===== config.mk =====
export PLATFORM = sky130hd
export DESIGN_NAME = fetch_sequencer_flat
export DESIGN_NICKNAME = d
export VERILOG_FILES = /design/src/rtl/fetch_sequencer_if.sv /design/src/rtl/fetch_sequencer.sv /design/src/flat_wrapper.sv
export SDC_FILE = /design/constraint.sdc
export NUM_CORES = 1
export LEC_CHECK = 0
export ABC_AREA = 0
export BUFFER_PORTS_ARGS = -buffer_cell sky130_fd_sc_hd__buf_4
export CAP_MARGIN = 20
export CORE_MARGIN = 2
export CORE_UTILIZATION = 25
export DETAILED_ROUTE_END_ITERATION = 6
export PLACE_DENSITY_LB_ADDON = 0.05
export SLEW_MARGIN = 20
export SYNTH_ARGS = -nofsm -noshare
export SYNTH_HDL_FRONTEND = slang
export SYNTH_SLANG_ARGS = --single-unit

===== constraint.sdc =====
create_clock -name clk -period 1.8 [get_ports clk]
set_clock_uncertainty 0.05 [all_clocks]
set_input_delay 0.27 -clock clk [delete_from_list [all_inputs] [get_ports clk]]
set_output_delay 0.27 -clock clk [all_outputs]
set_load 0.005 [all_outputs]

===== src/rtl/fetch_sequencer_if.sv =====
// Instruction-memory read bus and CPU-controller handshake
// bundled between fetch_sequencer (master) and its neighbours.
interface fetch_sequencer_if;
  logic [7:0]  mem_addr;
  logic        mem_rd;
  logic        mem_rdy;
  logic [15:0] mem_data;
  logic [15:0] inst;
  logic        run;
  logic        done;
  logic [1:0]  cmp_flag;

  modport master (
    output mem_addr, mem_rd, inst, run,
    input  mem_rdy, mem_data, done, cmp_flag
  );

  modport slave (
    input  mem_addr, mem_rd, inst, run,
    output mem_rdy, mem_data, done, cmp_flag
  );
endinterface


===== src/rtl/fetch_sequencer.sv =====
// Fetch/decode/issue sequencer in front of the CPU controller.
// Define FETCH_BRANCH_EN to resolve branches (inst[1:0]==2'b10) locally.
module fetch_sequencer (
  input  logic        clk,
  input  logic        reset,
  input  logic        start,
  fetch_sequencer_if.master bus,
  output logic [7:0]  pc,
  output logic        halted,
  output logic [15:0] instr_count
);

  typedef enum logic [2:0] {
    IDLE,
    FETCH,
    DECODE,
    WAIT,
    HALT
  } state_t;

  state_t      state;
  state_t      state_nxt;
  logic [15:0] inst_q;
  logic [15:0] inst_nxt;
  logic [7:0]  pc_nxt;
  logic [15:0] cnt_nxt;
  logic [7:0]  pc_inc;
  logic [7:0]  br_pc;
  logic        is_halt;
  logic        is_branch;

  assign pc_inc  = pc + 8'd1;
  assign is_halt = (inst_q == 16'hFFFF);

`ifdef FETCH_BRANCH_EN
  logic taken;

  assign is_branch = (inst_q[1:0] == 2'b10);

  always_comb begin
    taken = 1'b0;
    unique case (inst_q[3:2])
      2'b00: taken = (bus.cmp_flag == 2'b00);
      2'b01: taken = (bus.cmp_flag == 2'b01);
      2'b10: taken = (bus.cmp_flag == 2'b10);
      2'b11: taken = 1'b1;
      default: taken = 1'b0;
    endcase
  end

  assign br_pc = taken ? inst_q[11:4] : pc_inc;
`else
  logic unused_cmp;

  // Branch format goes to the CPU controller like any other word.
  assign is_branch  = 1'b0;
  assign br_pc      = pc_inc;
  assign unused_cmp = ^bus.cmp_flag;
`endif

  always_ff @(posedge clk) begin
    if (reset) begin
      state       <= IDLE;
      pc          <= 8'h00;
      inst_q      <= 16'h0000;
      instr_count <= 16'h0000;
    end else begin
      state       <= state_nxt;
      pc          <= pc_nxt;
      inst_q      <= inst_nxt;
      instr_count <= cnt_nxt;
    end
  end

  always_comb begin
    state_nxt = state;
    pc_nxt    = pc;
    inst_nxt  = inst_q;
    cnt_nxt   = instr_count;
    unique case (state)
      IDLE: begin
        if (start) state_nxt = FETCH;
      end
      FETCH: begin
        if (bus.mem_rdy) begin
          inst_nxt  = bus.mem_data;
          state_nxt = DECODE;
        end
      end
      DECODE: begin
        if (is_halt) begin
          state_nxt = HALT;
        end else if (is_branch) begin
          pc_nxt    = br_pc;
          cnt_nxt   = instr_count + 16'd1;
          state_nxt = FETCH;
        end else begin
          state_nxt = WAIT;
        end
      end
      WAIT: begin
        if (bus.done) begin
          pc_nxt    = pc_inc;
          cnt_nxt   = instr_count + 16'd1;
          state_nxt = FETCH;
        end
      end
      HALT: begin
        state_nxt = HALT;
      end
      default: state_nxt = IDLE;
    endcase
  end

  // Strobes are forced low while reset is held, whatever the state.
  assign bus.mem_rd   = !reset && (state == FETCH);
  assign bus.run      = !reset && (state == DECODE)
                        && !is_halt && !is_branch;
  assign halted       = !reset && (state == HALT);
  assign bus.mem_addr = pc;
  assign bus.inst     = inst_q;

endmodule


===== src/flat_wrapper.sv =====
// flat-port wrapper written by rule: the top's interface ports become plain ports
module fetch_sequencer_flat 
  (clk, reset, start, pc, halted, instr_count, bus_mem_addr, bus_mem_rd, bus_inst, bus_run, bus_mem_rdy, bus_mem_data, bus_done, bus_cmp_flag);
  fetch_sequencer_if bus_i ();
  input  logic clk;
  input  logic reset;
  input  logic start;
  output logic [7:0] pc;
  output logic halted;
  output logic [15:0] instr_count;
  output wire logic [$bits(bus_i.mem_addr)-1:0] bus_mem_addr;
  output wire logic [$bits(bus_i.mem_rd)-1:0] bus_mem_rd;
  output wire logic [$bits(bus_i.inst)-1:0] bus_inst;
  output wire logic [$bits(bus_i.run)-1:0] bus_run;
  input wire logic [$bits(bus_i.mem_rdy)-1:0] bus_mem_rdy;
  input wire logic [$bits(bus_i.mem_data)-1:0] bus_mem_data;
  input wire logic [$bits(bus_i.done)-1:0] bus_done;
  input wire logic [$bits(bus_i.cmp_flag)-1:0] bus_cmp_flag;
  assign bus_mem_addr = bus_i.mem_addr;
  assign bus_mem_rd = bus_i.mem_rd;
  assign bus_inst = bus_i.inst;
  assign bus_run = bus_i.run;
  assign bus_i.mem_rdy = bus_mem_rdy;
  assign bus_i.mem_data = bus_mem_data;
  assign bus_i.done = bus_done;
  assign bus_i.cmp_flag = bus_cmp_flag;
  fetch_sequencer u_core (.clk(clk), .reset(reset), .start(start), .bus(bus_i), .pc(pc), .halted(halted), .instr_count(instr_count));
endmodule

==> results.toml <==
[cts]
cts-htree-levels = 2
path_clk_slew_ns = 0.07
cts.sinks = 43
clk_latency_ns = 0.29
clockRootBuffer = "clkbuf_8"
cts_tree = "yes"
cts-buffers-inserted = 5
cts_buffer_depth = 2

[finish]
fillers = 767
diodes = 0
final_layout_size_suffix_gt1_share_pct = 39.4
regArea_um2 = 878
final_common_cell = "buf_4"
fin_util_pct = 37.6
multiInputGateArea_um2 = 941
mostFrequentLayoutCells = "buf_4 (98), nand2_1 (46), dfxtp_1 (29), a21oi_1 (26), nor2_1 (16)"
nets = 341
syn2layout_area_growth_pct = 44.3

[critical_path]
cp-startpoint = "u_core.bus.inst[11]"
r2r_cells = 4
crit_top_cell = "buf_4"
cp-end-kind = "output port"
worstSetupEndpoint = "bus_run"
r2r_start = "u_core.state[1]"
critPathArrivalTime_ns = 1.51
cp_max_fo = 3
rrSetupSlack_ns = 0.11
crit_chain = "nand4_1 -> nor4_2 -> buf_4 -> nor2b_2 -> nor3b_1 -> buf_4"
required_ns = 1.48
crit_path_start_kind = "register"
setup.worst_path.class = "register to output port"
crit_slowest_cell = "dfxtp_2"
critPathMaxStageDelay_ns = 0.33
reg2reg_to = "u_core.instr_count[15]"

[yosys]
syn_area_mm2 = 0.00191
synth_cells = 231
yosysWarningCount = 0
avgSynthCellArea_um2 = 8.27
ys_ff_latch = 43
synth_area_leaders = "dfxtp_1 (45%), nand2_1 (9.0%), a21oi_1 (6.8%)"
synth_top_area_cell = "dfxtp_1"
synth_top_area_share_pct = 45.1
synth_cell_types = 35
ys_seq_area_share_pct = 45.1
synth_nets = 256

[sta]
rsz0062_at_grt = "yes"
tightest_slew_ns = 0.377
finalSetupViolations = 1
setup_ws_ns = -0.0300
final_max_slew_viol_count = 0
holdWs_ns = 0.168
min_period_over_period_pct = 102
fmax_mhz = 546
relSlewSlack_pct = 74.9
timing.final.crit_period_ns = 1.83
finalHoldViolCount = 0

[global_route]
grt_overflow = 0
grt_pass1_wl_mm = 8.41
grt_antenna_before_repair = 0
grtUsageTotal_pct = 12.5
grt_max_degree = 34
grt_pass1_vias = 1678

[floorplan]
row_count = 31
die_y_um = 91.4
die_w_um = 91.4
io_pins = 74
core-area_mm2 = 0.00733
dieArea_mm2 = 0.00835
start_util_pct = 26.0

[min_path]
hp-class = "input port to register"
worstHoldStart = "bus_mem_data[10]"

[drt]
drt_iter0_markers = 45
drt-vias-per-instance = 4.50
vias = 1864
detail_route.wl_per_cell_um = 12.4
drt-pass1-iter-count = 4
antenna_left = 0
wl_mm = 5.14
post-route-drc-count = 0

[placement]
place.gp.congestion = 0.715
dp_hpwl_mm = 3.68
port_buffers = 71

[run]
cap_violations = 0

[status]
violations = "negative setup slack"
status = "finished with violations"

[pwr]
ir_worst_vdd_mv = 0.222
p_per_area_mw_per_mm2 = 634
leakagePower_nw = 1.14
cells by family after synthesis:
logic type / synth area share, %
compound gates: 10.2
simple gates: 30.4
buf+inv: 6.09
flops: 45.1
fa+ha+maj: 1.31
xor+xnor: 6.88
worst max-delay path: cells and delay by family (launching register included):
kind | cells | cell delay, ns
buf+inv | 2 | 0.29
flops | 1 | 0.33
simple gates | 4 | 0.60
sequential cells by signal, summed over array words and instances, names as in the netlist:
name                 cells
u_core.instr_count      16
u_core.state             3
u_core.bus.mem_addr      8
u_core.bus.inst         16
what timing repair did:
action | 4_1_cts | 5_1_grt
gates resized for setup | 7 | 9
setup buffers | 1 | 6
hold buffers | 0 | 0
pin swaps | 3 | 4
hold endpoints to repair | 0 | 0
endpoints found under the setup margin | 1 | 4
final cells by class:
class	instances	area share (%)
clock buffer	6	2.63
inverter	1	0.136
multi-input combinational	167	34.2
sequential	43	31.9
tap	99	4.50
timing repair buffer	98	26.7
power breakdown:
part	internal, mW	total (mW)	switching (mW)
Sequential	0.976	0.994	0.0177
Clock	0.259	0.563	0.304
Combinational	0.101	0.191	0.0898
Total	1.34	1.75	0.411
synthesized netlist by cell type:
cell type and number:
buf_6 1, nor2b_1 1, o21ai_0 7, nand3_1 8, clkbuf_1 11, xnor2_1 11
and3_1 1, nor4_1 5, nand4b_4 1, nand4b_1 2, o21a_1 1, or3_1 6
nand3b_1 1, and2_1 1, nor3b_2 1, or2_2 1, nand2b_1 3, and4b_1 1
ha_1 2, nor3b_1 2, buf_4 8, inv_1 1, a211o_1 1, a211oi_1 1
nor2_1 16, or3b_2 1, xor2_1 4, or4_4 1, dfxtp_1 43, a21oi_1 26
nand2_1 46, nor3_1 6, nand4_1 8, and4_1 1, a31oi_1 1
layer usage:
layer / GRT usage [%] / wire (µm) / vias up
met4: 4.17 / 63 / 0
li1: - / - / 951
met2: 18.6 / 2230 / 43
met5: 0 / 0 / -
met3: 2.99 / 232 / 7
met1: 17.5 / 2610 / 863
worst min path at each step:
stage	to	slack, ns	depth (start not counted)
finish	u_core.bus.inst[10]	0.17	3
global route	u_core.bus.inst[14]	0.15	3
CTS	u_core.bus.inst[14]	0.15	3
detailed placement	u_core.bus.inst[12]	0.41	2
global placement	u_core.bus.inst[5]	0.41	2
floorplan	u_core.bus.inst[0]	0.36	2
per-stage QoR:
step           instances  cell area [µm²]  setup TNS, ns  setup WS [ns]  power, mW
2_1_floorplan        231             1910              0         0.0668       1.10
3_3_place_gp         401             2600              0          0.112       1.20
3_5_place_dp         401             2600              0          0.106       1.20
4_1_cts              408             2690        -0.0888        -0.0888       1.78
5_1_grt              414             2760         -0.130         -0.115       1.85
6_report             414             2760        -0.0300        -0.0300       1.75
Power figures use the tool's default switching activity.
